## config.mk

```make
export PLATFORM = sky130hd
export DESIGN_NAME = multi_key_debouncer
export DESIGN_NICKNAME = d
export VERILOG_FILES = /design/src/rtl/multi_key_debouncer.sv
export SDC_FILE = /design/constraint.sdc
export NUM_CORES = 1
export LEC_CHECK = 0
export CAP_MARGIN = 20
export CORE_ASPECT_RATIO = 0.9
export CORE_MARGIN = 5
export CORE_UTILIZATION = 59
export CTS_CLUSTER_DIAMETER = 60
export DETAILED_ROUTE_END_ITERATION = 7
export GPL_ROUTABILITY_DRIVEN = 0
export PLACE_DENSITY = 0.78
export SLEW_MARGIN = 20
export SYNTH_ARGS = -nofsm -noshare
export SYNTH_HDL_FRONTEND = slang
export SYNTH_SLANG_ARGS = --single-unit
```

## constraint.sdc

```tcl
create_clock -name clk -period 3.8 [get_ports clk]
set_input_delay 0.76 -clock clk [delete_from_list [all_inputs] [get_ports clk]]
set_output_delay 0.76 -clock clk [all_outputs]
set_load 0.01 [all_outputs]
```

## src/rtl/multi_key_debouncer.sv

```systemverilog
// N-channel key debouncer with press/release edge pulses and optional auto-repeat.
// Optional auto-repeat logic is built only when KEY_REPEAT_EN is defined.
module multi_key_debouncer #(
  parameter int N_KEYS        = 4,
  parameter int DEBOUNCE_CYC  = 250000,
  parameter int ACTIVE_LOW    = 1,
  parameter int REPEAT_DELAY  = 25000000,
  parameter int REPEAT_PERIOD = 5000000
) (
  input  logic              clk,
  input  logic              rst_n,
  input  logic [N_KEYS-1:0] key_in,
  output logic [N_KEYS-1:0] key_state,
  output logic [N_KEYS-1:0] key_press,
  output logic [N_KEYS-1:0] key_release,
  output logic [N_KEYS-1:0] key_repeat,
  output logic [N_KEYS-1:0] key_event
);

  localparam int MAX_DR  = (DEBOUNCE_CYC > REPEAT_DELAY) ? DEBOUNCE_CYC : REPEAT_DELAY;
  localparam int MAX_ALL = (MAX_DR > REPEAT_PERIOD) ? MAX_DR : REPEAT_PERIOD;
  localparam int CNT_W   = $clog2(MAX_ALL + 1);

  localparam logic [CNT_W-1:0]  DB_LAST = CNT_W'(DEBOUNCE_CYC - 1);
  localparam logic [N_KEYS-1:0] REL_LVL = (ACTIVE_LOW != 0) ? '1 : '0;

  logic [N_KEYS-1:0] sync_p0;
  logic [N_KEYS-1:0] sync_p1;
  logic [N_KEYS-1:0] raw_p;
  logic [CNT_W-1:0]  db_cnt     [N_KEYS];
  logic [CNT_W-1:0]  db_cnt_nxt [N_KEYS];
  logic [N_KEYS-1:0] state_nxt;
  logic [N_KEYS-1:0] press_nxt;
  logic [N_KEYS-1:0] release_nxt;
  logic [N_KEYS-1:0] repeat_nxt;

  // Stage p0/p1: two-flop synchroniser, idle at the released pin level
  always_ff @(posedge clk or negedge rst_n) begin
    if (!rst_n) begin
      sync_p0 <= REL_LVL;
      sync_p1 <= REL_LVL;
    end else begin
      sync_p0 <= key_in;
      sync_p1 <= sync_p0;
    end
  end

  assign raw_p = (ACTIVE_LOW != 0) ? ~sync_p1 : sync_p1;

  // Stability counting: any cycle agreeing with key_state restarts the count
  always_comb begin
    state_nxt   = key_state;
    press_nxt   = '0;
    release_nxt = '0;
    db_cnt_nxt  = db_cnt;
    for (int i = 0; i < N_KEYS; i++) begin
      if (raw_p[i] == key_state[i]) begin
        db_cnt_nxt[i] = '0;
      end else if (db_cnt[i] == DB_LAST) begin
        db_cnt_nxt[i]  = '0;
        state_nxt[i]   = raw_p[i];
        press_nxt[i]   = raw_p[i];
        release_nxt[i] = ~raw_p[i];
      end else begin
        db_cnt_nxt[i] = db_cnt[i] + CNT_W'(1);
      end
    end
  end

  always_ff @(posedge clk or negedge rst_n) begin
    if (!rst_n) begin
      for (int i = 0; i < N_KEYS; i++) db_cnt[i] <= '0;
    end else begin
      db_cnt <= db_cnt_nxt;
    end
  end

`ifdef KEY_REPEAT_EN
  localparam logic [CNT_W-1:0] RD_LAST = CNT_W'(REPEAT_DELAY - 1);
  localparam logic [CNT_W-1:0] RP_LAST = CNT_W'(REPEAT_PERIOD - 1);

  logic [CNT_W-1:0]  rpt_cnt     [N_KEYS];
  logic [CNT_W-1:0]  rpt_cnt_nxt [N_KEYS];
  logic [N_KEYS-1:0] rpt_phase;
  logic [N_KEYS-1:0] rpt_phase_nxt;

  // Repeat timing keys off the next key_state so a release edge suppresses its own pulse
  always_comb begin
    repeat_nxt    = '0;
    rpt_cnt_nxt   = rpt_cnt;
    rpt_phase_nxt = rpt_phase;
    for (int i = 0; i < N_KEYS; i++) begin
      if (!state_nxt[i] || press_nxt[i]) begin
        rpt_cnt_nxt[i]   = '0;
        rpt_phase_nxt[i] = 1'b0;
      end else if (rpt_cnt[i] == (rpt_phase[i] ? RP_LAST : RD_LAST)) begin
        rpt_cnt_nxt[i]   = '0;
        rpt_phase_nxt[i] = 1'b1;
        repeat_nxt[i]    = 1'b1;
      end else begin
        rpt_cnt_nxt[i] = rpt_cnt[i] + CNT_W'(1);
      end
    end
  end

  always_ff @(posedge clk or negedge rst_n) begin
    if (!rst_n) begin
      for (int i = 0; i < N_KEYS; i++) rpt_cnt[i] <= '0;
      rpt_phase <= '0;
    end else begin
      rpt_cnt   <= rpt_cnt_nxt;
      rpt_phase <= rpt_phase_nxt;
    end
  end
`else
  assign repeat_nxt = '0;
`endif

  // Stage p2: registered outputs, all updated on the same edge
  always_ff @(posedge clk or negedge rst_n) begin
    if (!rst_n) begin
      key_state   <= '0;
      key_press   <= '0;
      key_release <= '0;
      key_repeat  <= '0;
      key_event   <= '0;
    end else begin
      key_state   <= state_nxt;
      key_press   <= press_nxt;
      key_release <= release_nxt;
      key_repeat  <= repeat_nxt;
      key_event   <= press_nxt | repeat_nxt;
    end
  end

endmodule

```

---- Word level (Yosys, flattened, before mapping) ----
Cells that the tools add are included.
word-level totals
  logic and storage cells ................. 61
  input bits .............................. 6
  register bits after elaboration ......... 120
operators by class
  bitwise gates (word level) .............. 9
  muxes and demuxes ....................... 24
  eq/ne operators ......................... 8
  add/sub/neg operators ................... 4
  reductions and logical operators ........ 4
operators by type and width
  cell                     number
  $mux W25                 8
  $add A25 B1 Y25 const B  4
  $eq A25 B18 Y1 const B   4
  $mux W1                  16
  $not A1 Y1               8
  $reduce_and A2 Y1        4
  $eq A1 B1 Y1             4
  $not A4 Y4               1

---- Longest topological paths before layout ----
  depth in word-level cells ............... 4
  gate-level depth with buffers ........... 7
  mapped depth without buffers ............ 5

---- Worst setup path before layout ----
Ideal clock, no wire load.
  path kind ............................... register -> register
  start ................................... register db_cnt[25] (netlist name)
  end ..................................... register db_cnt[47] (netlist name)
  clock period less this slack ............ 2.046 ns
  stages on the path, launching flop included .. 7
  arrival time ............................ 1.968 ns
  setup time .............................. 0.078 ns
  path buffers ............................ 1
  setup slack ............................. 1.754 ns
  cells stage by stage .................... dfrtp_1 ha_1 nand4_1 or4_1 clkbuf_1 or4_1 a21oi_1
RTL lines
  element                 RTL line  text
  from (decl)             30        logic [CNT_W-1:0] db_cnt [N_KEYS];
  from (signal assigned)  74        db_cnt <= db_cnt_nxt;

==> metrics.md <==
| Metric | Value |
|---|---|
| Outcome | `complete, no violations` |
| Total iterations of the first detailed-routing run | `6` |
| Required time worst endpoint | `~4200 ps` |
| P&R area growth vs syn | `14.4%` |
| Hold slack | `roughly 310 ps` |
| Initial Util | `about 60%` |
| IO Port Bufs | `21` |
| GR Overflow Total | `0` |
| CP max-delay cell | `o21ai_1` |
| Worst path cell trace | `or4_1, or3_1, o21ai_1, buf_4, nor2_1` |
| Synth Area in XOR/XNOR | `roughly 7.5%` |
| Max-slew headroom | `between 30 and 40%` |
| Global-route usage over all layers | `a little over a fifth` |
| First-pass GRT wire length | `roughly 21000 um` |
| Antenna Nets Post-Route | `0` |
| CTS root buf | `clkbuf_8` |
| Multiplexer share of the synthesized area | `0%` |
| Routed WL | `12000 um` |
| Via density | `between 6 and 7` |
| Area of the mapped netlist | `5810 um2` |
| Register bit total from synthesis | `120` |
| Adder-Cell Fraction of Synth Area | `less than 1%` |
| CP Buf/Inv Count | `1` |
| Overall Power | `2.94 mW` |
| Std cell rows | `34` |
| Setup TNS | `0 ps` |
| Worst-Margin Slew | `1010 ps` |
| Worst Path Max Fanout | `14` |
| Ys Warns | `0` |
| Nets | `618` |
| Synth Instances | `between 500 and 600` |
| Hold crit path type | `primary input to asynchronous set/reset pin` |
| Worst slack, placed | `1300 ps` |
| Kind of critical path | `register to register` |
| Routed vias | `between 4k and 5k` |
| WL per Instance | `approximately 16 um` |
| Final min period | `about 2600 ps` |
| RSZ-0062 raised after global routing | `false` |
| Die width | `between 100 and 150 um` |
| Remaining DRCs | `0` |
| Number of global-route vias before repair | `between 4k and 5k` |
| Post-synthesis simple-gate area fraction | `between 20% and 30%` |
| Postcts setup bufs | `0` |
| Initial DRC count | `roughly 400` |
| Pins Over Slew Limit | `0` |
| Compound-Gate Fraction of Synth Area | `10.1%` |
| Worst-Skew Late Latency | `between 500 and 600 ps` |
| Pin count of the biggest net entering global routing | `62` |
| Final period util | `between 60% and 70%` |
| Ant diodes | `0` |
| # setup viols final | `0` |
| Final setup margin | `roughly 1200 ps` |
| Commonest non-fill, non-tap cells in the layout | `dfrtp_1, nor2_1, a21oi_1` |
| Initial antenna violation count | `0` |
| Max-cap viol count | `0` |
| Max incr delay on CP | `around 630 ps` |
| Crit path DAT | `between 2000 and 3000 ps` |
| Share of cells above drive strength 1 | `around 9.0%` |
| Crit end category | `register` |
| Hold Fails Final Rpt | `0` |
| CTS buffer count | `17` |
| Max H-tree Level | `4` |
| CTS tree | `built` |
| # hold bufs at CTS | `0` |
| Post-CTS Resized | `0` |
| Fmax | `391 MHz` |
| Core area | `around 9700 um2` |
| Placed cell area | `6080 um2` |
| CTS Buffer Depth | `2` |
| Most common cell after layout, fill and taps aside | `dfrtp_1` |
| Hpwl dp | `~7700 um` |
| Final Util | `between 60% and 70%` |
| Placed insts | `approximately 720` |
| Finished Cell Area | `6640 um2` |
| CP Launch Type | `register` |
| Largest family of logic cells by synthesized area | `simple AND/OR/NAND/NOR gates` |
| CP delay by family, top | `simple AND/OR/NAND/NOR gates` |
| Die height | `around 100 um` |
| Mapped Avg Cell Area | `9.84 um2` |
| IO Count | `26` |
| Cell variety after synth | `38` |
| Clock sinks | `120` |
| Fin cells | `roughly 750` |
| Leakage power | `about 2.6 nW` |
| Seq/Total Area, Yosys | `around 52%` |
| Die area | `approximately 12000 um2` |
| Setup Skew | `around 7 ps` |
| Worst VDD drop | `roughly 0.00046 V` |
| Pwr Density | `442 nW/um2` |
| Clock slew at reported path FFs | `around 60 ps` |
cells in the mapped netlist, drive strengths merged:
cell type,count,area (um2)
dfrtp,112,2800
nor2,59,221
a21oi,45,229
o21ai,36,184
nand3,35,180
nand2,32,120
or4,31,236
nand4,30,194
or3,28,180
xnor2,28,245
xor2,22,193
o31ai,21,158
buf,15,97.6
clkbuf,14,52.6
and4,13,114
nor4,12,75.1
and3,11,68.8
inv,11,41.3
dfstp,8,210
nor3,7,35.0
ha,4,50.1
nor4b,4,35.0
or2,3,18.8
and2,2,12.5
nor2b,2,12.5
conb,1,3.75
nand4b,1,8.76
o21ba,1,10.0
o31a,1,8.76
or3b,1,8.76
sequential cells by signal, indices dropped and copies added, names as in the netlist:
| name | flops |
|---|---|
| db_cnt | 100 |
| sync_p0 | 4 |
| key_event | 4 |
| key_release | 4 |
| sync_p1 | 4 |
| key_state | 4 |
layout make-up:
| type | count | area [um2] |
|---|---|---|
| multi-input combinational | 433 | 2610 |
| clock inverter | 11 | 130 |
| inverter | 11 | 41.3 |
| clock buffer | 20 | 435 |
| timing repair buffer | 25 | 250 |
| sequential | 120 | 3010 |
| tap | 126 | 158 |
| fill | 699 | 3020 |
logic make-up after synthesis:
logic type               after synthesis
other                                  1
adder cells (fa/ha/maj)                4
AO/OA/AOI/OAI                        104
XOR/XNOR                              50
flip-flops                           120
buffers and inverters                 40
AND/OR/NAND/NOR                      271
final timing paths:
kind                                    to  slack (ps)       start  cells past startpoint
worst max-delay path            db_cnt[62]        1240  db_cnt[68]                      5
worst min-delay path            db_cnt[40]         310       rst_n                      1
worst max register to register  db_cnt[62]        1240  db_cnt[68]                      5
worst min register to register  sync_p1[3]         350  sync_p0[3]                      0
max in group asynchronous       sync_p1[1]        2650       rst_n                      2
min in group clk                sync_p1[3]         350  sync_p0[3]                      0
where the power goes:
group / switching, mW / internal [mW]
Clock: 0.549 / 1.00
Sequential: 0.0166 / 1.30
Combinational: 0.0520 / 0.0204
Total: 0.617 / 2.32
layer usage:
layer | routed length [um] | vias up | track usage, %
met3 | 458 | 27 | 5.35
met2 | 5800 | 107 | 32.3
met5 | 0 | - | 0
li1 | - | 2205 | -
met4 | 259 | 0 | 8.31
met1 | 5510 | 2229 | 28.8
worst reg2reg max path, delay by kind of cell, from the launching register on:
| family | cells | cell delay, ps |
|---|---|---|
| AOI/OAI and AO/OA | 1 | 630 |
| buffers and inverters | 1 | 340 |
| DFF | 1 | 420 |
| and+or+nand+nor | 3 | 1050 |
(Power assumes the default switching activity.)
